File: src/rtl/writeback_stage.sv
// Final pipeline stage: commits ALU results and aligned load data to the register file,
// and keeps a one-cycle forwarding copy of the last write plus a retire counter.
module writeback_stage #(
  parameter int XW = 32
) (
  input  logic          clk,
  input  logic          rst_n,
  input  logic          mem_valid_ip,
  output logic          mem_ready_op,
  input  logic [4:0]    mem_rd_ip,
  input  logic          mem_reg_wr_ip,
  input  logic          mem_is_load_ip,
  input  logic [2:0]    mem_funct3_ip,
  input  logic [XW-1:0] mem_result_ip,
  input  logic          dmem_rvalid_ip,
  input  logic [XW-1:0] dmem_rdata_ip,
  output logic          wr_en_op,
  output logic [4:0]    wr_addr_op,
  output logic [XW-1:0] wr_data_op,
  output logic          fwd_valid_op,
  output logic [4:0]    fwd_addr_op,
  output logic [XW-1:0] fwd_data_op,
  output logic          err_op,
  output logic [31:0]   retired_count_op
);

  typedef enum logic {IDLE = 1'b0, WAIT_MEM = 1'b1} state_e;

  state_e        state_q, state_d;
  logic [4:0]    ld_rd_q, ld_rd_d;
  logic [2:0]    ld_f3_q, ld_f3_d;
  logic [1:0]    ld_a_q, ld_a_d;
  logic          ld_wr_q, ld_wr_d;
  logic          wr_en_q, wr_en_d;
  logic [4:0]    wr_addr_q, wr_addr_d;
  logic [XW-1:0] wr_data_q, wr_data_d;
  logic          fwd_valid_q, fwd_valid_d;
  logic [4:0]    fwd_addr_q, fwd_addr_d;
  logic [XW-1:0] fwd_data_q, fwd_data_d;
  logic          err_q, err_d;
  logic [31:0]   cnt_q, cnt_d;

  logic          ld_err;
  logic [XW-1:0] byte_sh, half_sh, ld_data;

  assign mem_ready_op = (state_q == IDLE);

  // Legality of a load, judged on its funct3 and the low address bits.
  always_comb begin
    ld_err = 1'b0;
    case (mem_funct3_ip)
      3'b000, 3'b100: ld_err = 1'b0;
      3'b001, 3'b101: ld_err = mem_result_ip[0];
      3'b010:         ld_err = |mem_result_ip[1:0];
      default:        ld_err = 1'b1;
    endcase
  end

  always_comb begin
    byte_sh = dmem_rdata_ip >> {ld_a_q, 3'b000};
    half_sh = dmem_rdata_ip >> {ld_a_q[1], 4'b0000};
    case (ld_f3_q)
      3'b000:  ld_data = {{(XW-8){byte_sh[7]}}, byte_sh[7:0]};
      3'b100:  ld_data = {{(XW-8){1'b0}}, byte_sh[7:0]};
      3'b001:  ld_data = {{(XW-16){half_sh[15]}}, half_sh[15:0]};
      3'b101:  ld_data = {{(XW-16){1'b0}}, half_sh[15:0]};
      default: ld_data = dmem_rdata_ip;
    endcase
  end

  always_comb begin
    state_d     = state_q;
    ld_rd_d     = ld_rd_q;
    ld_f3_d     = ld_f3_q;
    ld_a_d      = ld_a_q;
    ld_wr_d     = ld_wr_q;
    wr_en_d     = 1'b0;
    wr_addr_d   = wr_addr_q;
    wr_data_d   = wr_data_q;
    err_d       = 1'b0;
    cnt_d       = cnt_q;
    fwd_valid_d = wr_en_q;
    fwd_addr_d  = wr_en_q ? wr_addr_q : fwd_addr_q;
    fwd_data_d  = wr_en_q ? wr_data_q : fwd_data_q;
    case (state_q)
      IDLE: begin
        if (mem_valid_ip) begin
          if (!mem_is_load_ip) begin
            wr_en_d   = mem_reg_wr_ip && (mem_rd_ip != 5'd0);
            wr_addr_d = mem_rd_ip;
            wr_data_d = mem_result_ip;
            cnt_d     = cnt_q + 32'd1;
          end else if (ld_err) begin
            err_d = 1'b1;
          end else begin
            ld_rd_d = mem_rd_ip;
            ld_f3_d = mem_funct3_ip;
            ld_a_d  = mem_result_ip[1:0];
            ld_wr_d = mem_reg_wr_ip;
            state_d = WAIT_MEM;
          end
        end
      end
      WAIT_MEM: begin
        if (dmem_rvalid_ip) begin
          wr_en_d   = ld_wr_q && (ld_rd_q != 5'd0);
          wr_addr_d = ld_rd_q;
          wr_data_d = ld_data;
          cnt_d     = cnt_q + 32'd1;
          state_d   = IDLE;
        end
      end
      default: state_d = IDLE;
    endcase
  end

  always_ff @(posedge clk) begin
    if (!rst_n) begin
      state_q     <= IDLE;
      ld_rd_q     <= '0;
      ld_f3_q     <= '0;
      ld_a_q      <= '0;
      ld_wr_q     <= 1'b0;
      wr_en_q     <= 1'b0;
      wr_addr_q   <= '0;
      wr_data_q   <= '0;
      fwd_valid_q <= 1'b0;
      fwd_addr_q  <= '0;
      fwd_data_q  <= '0;
      err_q       <= 1'b0;
      cnt_q       <= '0;
    end else begin
      state_q     <= state_d;
      ld_rd_q     <= ld_rd_d;
      ld_f3_q     <= ld_f3_d;
      ld_a_q      <= ld_a_d;
      ld_wr_q     <= ld_wr_d;
      wr_en_q     <= wr_en_d;
      wr_addr_q   <= wr_addr_d;
      wr_data_q   <= wr_data_d;
      fwd_valid_q <= fwd_valid_d;
      fwd_addr_q  <= fwd_addr_d;
      fwd_data_q  <= fwd_data_d;
      err_q       <= err_d;
      cnt_q       <= cnt_d;
    end
  end

  assign wr_en_op         = wr_en_q;
  assign wr_addr_op       = wr_addr_q;
  assign wr_data_op       = wr_data_q;
  assign fwd_valid_op     = fwd_valid_q;
  assign fwd_addr_op      = fwd_addr_q;
  assign fwd_data_op      = fwd_data_q;
  assign err_op           = err_q;
  assign retired_count_op = cnt_q;

endmodule

File: config.mk
export PLATFORM = sky130hd
export DESIGN_NAME = writeback_stage
export DESIGN_NICKNAME = d
export VERILOG_FILES = /design/src/rtl/writeback_stage.sv
export SDC_FILE = /design/constraint.sdc
export NUM_CORES = 1
export LEC_CHECK = 0
export ABC_AREA = 1
export CORE_ASPECT_RATIO = 0.6
export CORE_MARGIN = 2
export CORE_UTILIZATION = 40
export CTS_CLUSTER_DIAMETER = 40
export DETAILED_ROUTE_END_ITERATION = 10
export PLACE_DENSITY = 0.73
export SLEW_MARGIN = 25
export SYNTH_ARGS = -nofsm -noshare
export SYNTH_HDL_FRONTEND = slang
export SYNTH_SLANG_ARGS = --single-unit
File: constraint.sdc
create_clock -name clk -period 1.55 [get_ports clk]
set_clock_uncertainty 0.1 [all_clocks]
set_input_delay 0.2325 -clock clk [delete_from_list [all_inputs] [get_ports clk]]
set_output_delay 0.2325 -clock clk [all_outputs]
set_load 0.01 [all_outputs]
==> results_dict.tcl <==
set metrics [dict create \
    status "finished with violations" \
    violations "negative setup slack" \
    initial_core_util_pct 40.5 \
    htree_levels 4 \
    dpl-instance-area_um2 8880 \
    drc_errors 0 \
    layout_setup_ws_ns -0.169 \
    wire_per_inst_um 17.3 \
    multi_input_area_um2 3570 \
    cts_sinks 121 \
    critical_path.endpoint_type "flip-flop" \
    routed_wl_mm 24.1 \
    nets 1256 \
    worstHoldStart "rst_n" \
    max_freq_mhz 582 \
    post-dp-hpwl_mm 16.6 \
    drv_cap 0 \
    cp_max_fo 7 \
    post-route-util_pct 65.9 \
    grt_max_degree 52 \
    syn_inst 894 \
    fin_crit_ns 1.72 \
    r2r_slack_ns -0.17 \
    core_region_area_um2 15200 \
    row_count 35 \
    ys_seq_elements 121 \
    layoutNonFillerInstCount 1393 \
    antenna_left 0 \
    hp-class "in -> reg" \
    clk_path_buf_depth 2 \
    vias 7340 \
    cts-root-buf "clkbuf_16" \
    syn_area_um2 6140 \
    whs_endpoint "retired_count_op[8]" \
    setup_viol 33 \
    syn_area_per_cell_um2 6.86 \
    die_w_um 164 \
    syn2layout_area_growth_pct 62.6 \
    viasPerCell 5.27 \
    grt_pass1_vias 6593 \
    grt_pass1_wl_mm 35.3 \
    finalHoldViolations 0 \
    portBuffers 187 \
    cts_tree "yes" \
    die_area_um2 16400 \
    fillers 1318 \
    leakage_nw 4.59 \
    synth_fp_nets 973 \
    powerDensity_nw_per_um2 887 \
    die_h_um 99.9 \
    finalMaxSlewViolations 0 \
    design_area_um2 9980 \
    tns_ns -1.42 \
    drt_first_pass_iters 5 \
    worst_pin_slew_ns 0.744 \
    ys_seq_area_share_pct 39.5 \
    globalplace.congestion 0.971 \
    critical_path_class "reg -> reg" \
    grt-ovfl-total 0 \
    vdd_drop_max_mv 0.709 \
    grt.total_usage_pct 27.8 \
    worstPathArrival_ns 1.93 \
    antenna_cells 0 \
    drive_gt1_share_pct 28.8 \
    startpoint_type "flip-flop" \
    r2r_cells 11 \
    fin_crit_sh_pct 111 \
    drt_iter0_drc 601 \
    placed_cells 1343 \
    min_path_cells 3 \
    ctsHoldBuffers 0 \
    cts_made_buffers 17 \
    slew-limit-headroom_pct 50.4 \
    required_ns 1.76 \
    antenna_found_initial 0 \
    io-pin-count 188 \
    rsz0062_at_grt "yes" \
    r2r_end "retired_count_op[9]" \
    reg2reg_from "state_q" \
    yosys.cell_types.count 42 \
    ff_latch_area_um2 2480 \
    cts.reportedPaths.clkPinSlew_ns 0.07 \
    clk_latency_ns 0.42 \
    yosys_warnings 0 \
]
-- layout make-up --
cell class | instances | share of cell area, %
timing repair buffer | 309 | 28.4
clock buffer | 18 | 4.30
inverter | 62 | 2.51
sequential | 121 | 24.8
multi-input combinational | 666 | 35.8
clock inverter | 14 | 1.65
tap | 203 | 2.55
-- worst max-delay path, stage by stage (launching register included) --
cell	delay, ns
dfxtp_2	0.34
inv_2	0.06
buf_6	0.11
nand3_4	0.08
nand2_4	0.09
buf_12	0.14
buf_12	0.11
inv_8	0.05
nor2_4	0.17
nand2_2	0.09
o21ai_0	0.19
nor2_1	0.08
-- registers in the layout, summed over array words and instances (netlist names) --
name and flops:
retired_count_op 32, ld_wr_q 1, fwd_data_op 32, wr_en_op 1
ld_f3_q 3, ld_rd_q 5, ld_a_q 2, wr_data_op 32
fwd_addr_op 5, state_q 1, err_op 1, fwd_valid_op 1
wr_addr_op 5
-- power by group --
part           switching (W)  leakage [nW]  internal (W)
sequential          0.000116          1.00       0.00324
clock                0.00166         0.284       0.00241
combinational       0.000729          3.30      0.000700
-- cell families after synthesis --
kind of cell               share of synthesized area (%)
and+or+nand+nor                                     32.9
AOI/OAI and AO/OA                                   19.7
DFF                                                 39.5
buffers and inverters                               7.30
xor gates and xnor gates                           0.428
adders and majority gates                          0.204
-- stage by stage --
stage | hold slack (ns) | total power (W) | setup slack [ns]
after floorplan | 0.267 | 0.00397 | 0.0127
after CTS | 0.101 | 0.00872 | -0.00957
final | 0.105 | 0.00885 | -0.169
after global routing | 0.116 | 0.00916 | -0.215
after detailed placement | 0.379 | 0.00473 | -0.357
after global placement | 0.371 | 0.00472 | -0.366
-- cell usage in the layout (no fill, tap or decap), drive strengths merged --
cell type / instances
ha: 1
o21a: 5
a31oi: 8
dfxtp: 121
nand4: 8
nand3b: 1
clkinv: 6
inv: 66
and3: 1
o21ba: 1
clkinvlp: 2
nor3: 7
nand2: 188
or2: 18
o22ai: 2
clkdlybuf4s15: 1
bufinv: 2
buf: 123
xnor2: 1
nor2: 167
o21ai: 114
o211ai: 4
nand3: 45
o21bai: 1
a21oi: 88
dlygate4sd2: 107
o41ai: 1
nor3b: 2
xor2: 2
clkbuf: 20
clkdlybuf4s50: 76
and2: 1
-- worst max-delay path by stage --
stage / end / start / slack [ns]
final: retired_count_op[9] / state_q / -0.17
after global routing: retired_count_op[9] / state_q / -0.21
after CTS: wr_data_op[24] / state_q / -0.01
after detailed placement: wr_data_op[7] / dmem_rdata_ip[15] / -0.36
after global placement: wr_data_op[7] / dmem_rdata_ip[15] / -0.37
after floorplan: retired_count_op[24] / retired_count_op[0] / 0.01
-- Yosys cell counts, drive strengths merged --
| cell | instances | area share [%] |
|---|---|---|
| inv | 61 | 3.8 |
| o21a | 5 | 0.61 |
| a31oi | 8 | 0.82 |
| xor2 | 2 | 0.29 |
| nor3 | 7 | 0.92 |
| o21bai | 1 | 0.12 |
| clkinv | 1 | 0.061 |
| dfxtp | 121 | 39 |
| nor2 | 167 | 11 |
| nand4 | 8 | 0.82 |
| o22ai | 2 | 0.20 |
| o211ai | 4 | 0.49 |
| nand3b | 1 | 0.12 |
| and2 | 1 | 0.10 |
| o41ai | 1 | 0.14 |
| o21ai | 114 | 9.3 |
| xnor2 | 1 | 0.14 |
| ha | 1 | 0.20 |
| clkbuf | 23 | 1.4 |
| nand2 | 188 | 13 |
| a21oi | 88 | 7.9 |
| nand3 | 45 | 4.8 |
| o21ba | 1 | 0.16 |
| nor3b | 2 | 0.24 |
| buf | 22 | 2.1 |
| or2 | 18 | 1.8 |
| and3 | 1 | 0.10 |
-- layer usage --
layer	track usage (%)	up-vias	routed length, um
li1	-	3507	-
met3	8.84	34	2810
met2	39.1	404	9920
met1	40.7	3395	11000
met4	6.95	0	368
met5	0	-	0
-- timing repair --
item	in CTS	in global routing
pin swaps	10	17
setup endpoints to repair	134	76
cloned	0	3
buffers inserted	8	7
resized for setup	167	119
No activity file was read; power rests on OpenSTA's default activity.
